==> src/rtl/hazard_ctrl_pkg.sv <==
// Shared pipeline definitions for the stall/flush sequencer.
// Contents: mul/div FSM state encoding, register-zero constant, and the
// default mul/div wait limit.
package hazard_ctrl_pkg;

    typedef enum logic {
        RUN    = 1'b0,
        MDWAIT = 1'b1
    } md_state_e;

    localparam logic [4:0] REG_ZERO       = 5'd0;
    localparam int         MD_TIMEOUT_DEF = 64;

endpackage : hazard_ctrl_pkg

==> src/rtl/hazard_detect.sv <==
// Combinational operand-hazard detection between the ID and EX stages.
// Inputs : rs1Addr_id, rs2Addr_id, rs1Used_id, rs2Used_id, BranchInst_id,
//          MemRead_ex, RegWrite_ex, rdAddr_ex
// Outputs: loaduse (load in EX feeds an ID operand),
//          brhaz   (ID branch/JALR needs a result still in EX)
module hazard_detect
    import hazard_ctrl_pkg::*;
(
    input  logic [4:0] rs1Addr_id,
    input  logic [4:0] rs2Addr_id,
    input  logic       rs1Used_id,
    input  logic       rs2Used_id,
    input  logic       BranchInst_id,
    input  logic       MemRead_ex,
    input  logic       RegWrite_ex,
    input  logic [4:0] rdAddr_ex,
    output logic       loaduse,
    output logic       brhaz
);

    logic rd_nonzero_s;
    logic hit1_s;
    logic hit2_s;

    // x0 is hardwired to zero, so a write to it never creates a dependency.
    assign rd_nonzero_s = (rdAddr_ex != REG_ZERO);
    assign hit1_s       = rs1Used_id & (rdAddr_ex == rs1Addr_id) & rd_nonzero_s;
    assign hit2_s       = rs2Used_id & (rdAddr_ex == rs2Addr_id) & rd_nonzero_s;

    assign loaduse = MemRead_ex & (hit1_s | hit2_s);
    // ALU results in EX cannot be forwarded back into ID-stage comparison.
    assign brhaz   = BranchInst_id & RegWrite_ex & (hit1_s | hit2_s);

endmodule : hazard_detect

==> src/rtl/hazard_ctrl.sv <==
// Central stall/flush sequencer for the 5-stage pipeline.
// Inputs : ID operand info (rs1/rs2 addr+used, BranchInst_id, Branch, Jump),
//          EX info (MemRead_ex, RegWrite_ex, rdAddr_ex, MulDivStart_ex),
//          MulDivDone completion pulse.
// Outputs: PCWrite/IFWrite/IDEXWrite enables, IFIDFlush/IDEXFlush/EXMEMFlush,
//          MulDivBusy (in MDWAIT), sticky MulDivErr timeout flag, and
//          StallCount (saturating count of cycles with PCWrite low).
// Control outputs are combinational from inputs and state so a hazard is
// acted on in the same cycle it appears.
module hazard_ctrl
    import hazard_ctrl_pkg::*;
#(
    parameter int CNT_W      = 32,
    parameter int MD_TIMEOUT = MD_TIMEOUT_DEF
)
(
    input  logic             clk,
    input  logic             rst,
    input  logic [4:0]       rs1Addr_id,
    input  logic [4:0]       rs2Addr_id,
    input  logic             rs1Used_id,
    input  logic             rs2Used_id,
    input  logic             BranchInst_id,
    input  logic             Branch,
    input  logic             Jump,
    input  logic             MemRead_ex,
    input  logic             RegWrite_ex,
    input  logic [4:0]       rdAddr_ex,
    input  logic             MulDivStart_ex,
    input  logic             MulDivDone,
    output logic             PCWrite,
    output logic             IFWrite,
    output logic             IDEXWrite,
    output logic             IFIDFlush,
    output logic             IDEXFlush,
    output logic             EXMEMFlush,
    output logic             MulDivBusy,
    output logic             MulDivErr,
    output logic [CNT_W-1:0] StallCount
);

    localparam logic [7:0] MD_LIMIT = 8'(MD_TIMEOUT);

    md_state_e        state_r;
    md_state_e        next_state_s;
    logic [7:0]       wait_cnt_r;
    logic             md_err_r;
    logic [CNT_W-1:0] stall_cnt_r;

    logic loaduse_s;
    logic brhaz_s;
    logic pc_write_s;
    logic if_write_s;
    logic idex_write_s;
    logic ifid_flush_s;
    logic idex_flush_s;
    logic exmem_flush_s;
    logic busy_s;
    logic wait_inc_s;
    logic wait_clr_s;
    logic set_err_s;

    hazard_detect u_detect (
        .rs1Addr_id    (rs1Addr_id),
        .rs2Addr_id    (rs2Addr_id),
        .rs1Used_id    (rs1Used_id),
        .rs2Used_id    (rs2Used_id),
        .BranchInst_id (BranchInst_id),
        .MemRead_ex    (MemRead_ex),
        .RegWrite_ex   (RegWrite_ex),
        .rdAddr_ex     (rdAddr_ex),
        .loaduse       (loaduse_s),
        .brhaz         (brhaz_s)
    );

    // Next-state and stall/flush decode; priority is MDWAIT > mul/div entry > data hazard > branch.
    always_comb begin
        pc_write_s    = 1'b1;
        if_write_s    = 1'b1;
        idex_write_s  = 1'b1;
        ifid_flush_s  = 1'b0;
        idex_flush_s  = 1'b0;
        exmem_flush_s = 1'b0;
        busy_s        = 1'b0;
        next_state_s  = state_r;
        wait_inc_s    = 1'b0;
        wait_clr_s    = 1'b0;
        set_err_s     = 1'b0;
        if (rst) begin
            next_state_s = RUN;
        end else begin
            case (state_r)
                RUN: begin
                    if (MulDivStart_ex && !MulDivDone) begin
                        // Multi-cycle op: freeze front, bubble behind it.
                        pc_write_s    = 1'b0;
                        if_write_s    = 1'b0;
                        idex_write_s  = 1'b0;
                        exmem_flush_s = 1'b1;
                        next_state_s  = MDWAIT;
                        wait_clr_s    = 1'b1;
                    end else if (loaduse_s || brhaz_s) begin
                        // Operands not ready, so the branch decision is not trusted yet.
                        pc_write_s   = 1'b0;
                        if_write_s   = 1'b0;
                        idex_flush_s = 1'b1;
                    end else if (Branch || Jump) begin
                        ifid_flush_s = 1'b1;
                    end else begin
                        ifid_flush_s = 1'b0;
                    end
                end
                MDWAIT: begin
                    busy_s = 1'b1;
                    if (MulDivDone) begin
                        next_state_s = RUN;
                        wait_clr_s   = 1'b1;
                    end else if (wait_cnt_r == MD_LIMIT) begin
                        // Abort: release the pipe exactly as a Done would.
                        next_state_s = RUN;
                        wait_clr_s   = 1'b1;
                        set_err_s    = 1'b1;
                    end else begin
                        pc_write_s    = 1'b0;
                        if_write_s    = 1'b0;
                        idex_write_s  = 1'b0;
                        exmem_flush_s = 1'b1;
                        wait_inc_s    = 1'b1;
                    end
                end
                default: begin
                    next_state_s = RUN;
                    wait_clr_s   = 1'b1;
                end
            endcase
        end
    end

    // FSM state, mul/div wait counter, sticky error and saturating stall counter.
    always_ff @(posedge clk or posedge rst) begin
        if (rst) begin
            state_r     <= RUN;
            wait_cnt_r  <= 8'd0;
            md_err_r    <= 1'b0;
            stall_cnt_r <= '0;
        end else begin
            state_r <= next_state_s;
            if (wait_clr_s) begin
                wait_cnt_r <= 8'd0;
            end else if (wait_inc_s) begin
                wait_cnt_r <= wait_cnt_r + 8'd1;
            end else begin
                wait_cnt_r <= wait_cnt_r;
            end
            if (set_err_s) begin
                md_err_r <= 1'b1;
            end else begin
                md_err_r <= md_err_r;
            end
            if (!pc_write_s && (stall_cnt_r != {CNT_W{1'b1}})) begin
                stall_cnt_r <= stall_cnt_r + CNT_W'(1);
            end else begin
                stall_cnt_r <= stall_cnt_r;
            end
        end
    end

    assign PCWrite    = pc_write_s;
    assign IFWrite    = if_write_s;
    assign IDEXWrite  = idex_write_s;
    assign IFIDFlush  = ifid_flush_s;
    assign IDEXFlush  = idex_flush_s;
    assign EXMEMFlush = exmem_flush_s;
    assign MulDivBusy = busy_s;
    assign MulDivErr  = md_err_r;
    assign StallCount = stall_cnt_r;

endmodule : hazard_ctrl

==> config.mk <==
export PLATFORM = sky130hd
export DESIGN_NAME = hazard_ctrl
export DESIGN_NICKNAME = d
export VERILOG_FILES = /design/src/rtl/hazard_ctrl_pkg.sv /design/src/rtl/hazard_detect.sv /design/src/rtl/hazard_ctrl.sv
export SDC_FILE = /design/constraint.sdc
export NUM_CORES = 1
export LEC_CHECK = 0
export BUFFER_PORTS_ARGS = -buffer_cell sky130_fd_sc_hd__buf_2
export CAP_MARGIN = 0
export CORE_MARGIN = 8
export CORE_UTILIZATION = 56
export CTS_CLUSTER_SIZE = 25
export DETAILED_ROUTE_END_ITERATION = 12
export PLACE_DENSITY = 0.85
export RECOVER_POWER = 50
export SYNTH_ARGS = -nofsm -noshare
export SYNTH_HDL_FRONTEND = slang
export SYNTH_HIERARCHICAL = 1
export SYNTH_SLANG_ARGS = --single-unit
==> constraint.sdc <==
create_clock -name clk -period 4 [get_ports clk]
set_input_delay 0.8 -clock clk [delete_from_list [all_inputs] [get_ports clk]]
set_output_delay 0.8 -clock clk [all_outputs]
set_load 0.05 [all_outputs]
==> out/qor.txt <==
Die width: 80.8 µm
Distinct cells, synth: 41
Rel. slew slack: -49.0%
CTS resizes: 0
First-pass GRT wire length: 9.98 mm
WP data arrival: 2700 ps
Row count: 23
Starting Density: 58.4%
Area share of the largest cell type after synthesis: 44.7%
Core area: 4030 µm²
CTS Buf Count: 5
Die area: 6530 µm²
Synth top area cells: dfrtp_1 (45%), xnor2_1 (11%), xor2_1 (5.6%)
Drt total wl: 6.02 mm
Max Clk Rate: 286 MHz
Maximum vdd drop: 340 µV
Critical Path Sink Type: output port
DRT Pass-1 Iters: 4
Syn nets: 268
Crit-path max FO: 9
Setup TNS: 0 ps
Final #Nets: 337
Min-Delay Path Class: reg2reg
Vias in the first global route: 2045
Post-route ant nets: 0
Max_cap viols: 1
Required @ worst endpoint: 3200 ps
Failing checks: capacitance limit, slew limit
DRT iter0 DRCs: 157
Hold buffers post-CTS: 0
Clock tree buffer depth: 2
Final Cell Area: 2810 µm²
Clock skew: 10.8 ps
Worst-path clk slew: 80 ps
GRT overflow: 0
RSZ-0062 raised after global routing: no
Yosys warnings: 6
Mapped Cells: 239
Status: finished with violations
Root Buffer: clkbuf_8
Dpl cell area: 2720 µm²
Worst-Skew Late Latency: 290 ps
Hold Violations, Final: 0
Final RePlAce weighted congestion: 0.825
Layout cells sized above 1: 23.4%
Leakage: 1.32 nW
Slew @ Worst Pin: 2240 ps
Via count: 2057
End of the critical path: PCWrite
Ys async rst share: 100%
Critical R2R Launch: wait_cnt_r[0]
Final Non-Filler Cells: 358
Synth Flop Type: dfrtp_1
R2R Setup Slk: 1680 ps
Layout overhead on the synthesized area: 19.3%
Utilization after layout: 69.6%
Seq/Total Area, Yosys: 44.7%
Reg2reg end: StallCount[29]
H-tree lvl count: 2
FF-to-FF path depth: 7
Tot GR Track Use: 19.6%
Max Slew Vio Count: 43
Vias per cell: 5.75
Diodes inserted: 0
Post-CTS setup repair buffer count: 0
Pwr per Cell Area: 388 nW/µm²
CTS tree: yes
Post-synthesis cell area: 2350 µm²
Crit path from: rdAddr_ex[4]
Wire per inst: 16.8 µm
Post-layout minimum cycle time: 3500 ps
# clock sinks: 42
Endpoints failing setup: 0
Syn_area_per_cell: 9.84 µm²
Hpwl dp: 4.43 mm
Top Ports: 66
Largest net degree at the start of global routing: 43
Fill count: 325
Residual DRC: 0
I/O Buffers: 65
#FFs+latches synth: 42
EDFF count, synth: 0
Die height: 80.8 µm
Number of instances in the placed design: 351
Final worst-path cycle share: 87.5%
Initial antenna violation count: 0
Yosys top cell by area: dfrtp_1
CP Class: in2out
Crit start category: primary input
## worst min path at each step
stage | startpoint | endpoint | slack (ps) | cells after the start
global route | MulDivErr | MulDivErr | 510 | 1
global placement | MulDivErr | MulDivErr | 450 | 1
finish | MulDivErr | MulDivErr | 490 | 1
floorplan | wait_cnt_r[6] | wait_cnt_r[6] | 520 | 2
detailed placement | MulDivErr | MulDivErr | 450 | 1
CTS | MulDivErr | MulDivErr | 480 | 1
## synth_stat cells, drive strengths merged (3+ instances only)
cell    n
nand2  22
nor3   14
xnor2  30
nor2   21
nand3  12
ha      3
and3    7
and4    3
a21oi   3
nor4    8
inv    10
dfrtp  42
xor2   15
buf     3
o21ai   3
nand4  21
## cell type report
cell class / count / area [µm²] / share of cell area [%]
multi-input cells: 183 / 1240 / 44.1
clock buffers: 6 / 82.6 / 2.94
inverters: 10 / 37.5 / 1.34
clock inverters: 1 / 30.0 / 1.07
repair buffers: 66 / 305 / 10.9
well taps: 50 / 62.6 / 2.23
flip-flops and latches: 42 / 1050 / 37.5
## sequential cells by signal, indices dropped and copies added, names as in the netlist
name,cells
MulDivErr,1
state_r,1
StallCount,32
wait_cnt_r,8
## power breakdown
| part | switching [mW] | total, mW | internal (mW) |
|---|---|---|---|
| clock network | 0.143 | 0.343 | 0.200 |
| logic | 0.183 | 0.253 | 0.0703 |
| registers | 0.0387 | 0.492 | 0.454 |
| total | 0.364 | 1.09 | 0.724 |
## critical path: stages
cell     delay (ps)
buf_2           120
xnor2_1         220
nand4_1         160
o22ai_1         190
and4_1          210
nor2_1           80
a31o_2          270
nor2_2          300
inv_1           110
buf_2           230
## metrics by stage
step / power [mW] / setup slack [ps] / hold slack, ps
CTS: 1.10 / 562 / 483
detailed placement: 0.757 / 559 / 452
finish: 1.09 / 501 / 487
floorplan: 0.681 / 611 / 524
global route: 1.14 / 408 / 506
global placement: 0.747 / 728 / 450
## routing by layer
layer	track usage [%]	up-vias	part of all wire [%]
met5	0	-	0
met4	9.64	0	2.4
met3	4.08	13	5.1
met2	31.0	61	50
met1	25.1	1001	42
li1	-	982	-
## kinds of logic after synthesis
logic type | count (synthesis) | synth area share (%)
xor+xnor | 45 | 16.8
compound gates | 14 | 4.04
fa+ha+maj | 3 | 1.60
buf+inv | 14 | 2.77
mux | 2 | 0.904
flops | 42 | 44.7
simple gates | 119 | 29.3
## layout by cell type, fill, tap and decap left out, drive strengths merged
master,instances
and4,3
nand3,12
a21o,1
nand4,21
xor2,15
a31o,2
xnor2,30
inv,10
nand4b,1
nor3,14
a21bo,1
ha,3
buf,46
o21ai,3
o22ai,1
nor4b,2
mux2i,1
nand2,22
clkbuf,26
and2,2
or2,1
nor3b,2
nand2b,1
and3,7
nor4,8
a31oi,2
dfrtp,42
mux2,1
a21oi,3
a2111o,1
and4bb,2
bufinv,1
nor2,21
No activity file was read; power rests on OpenSTA's default activity.
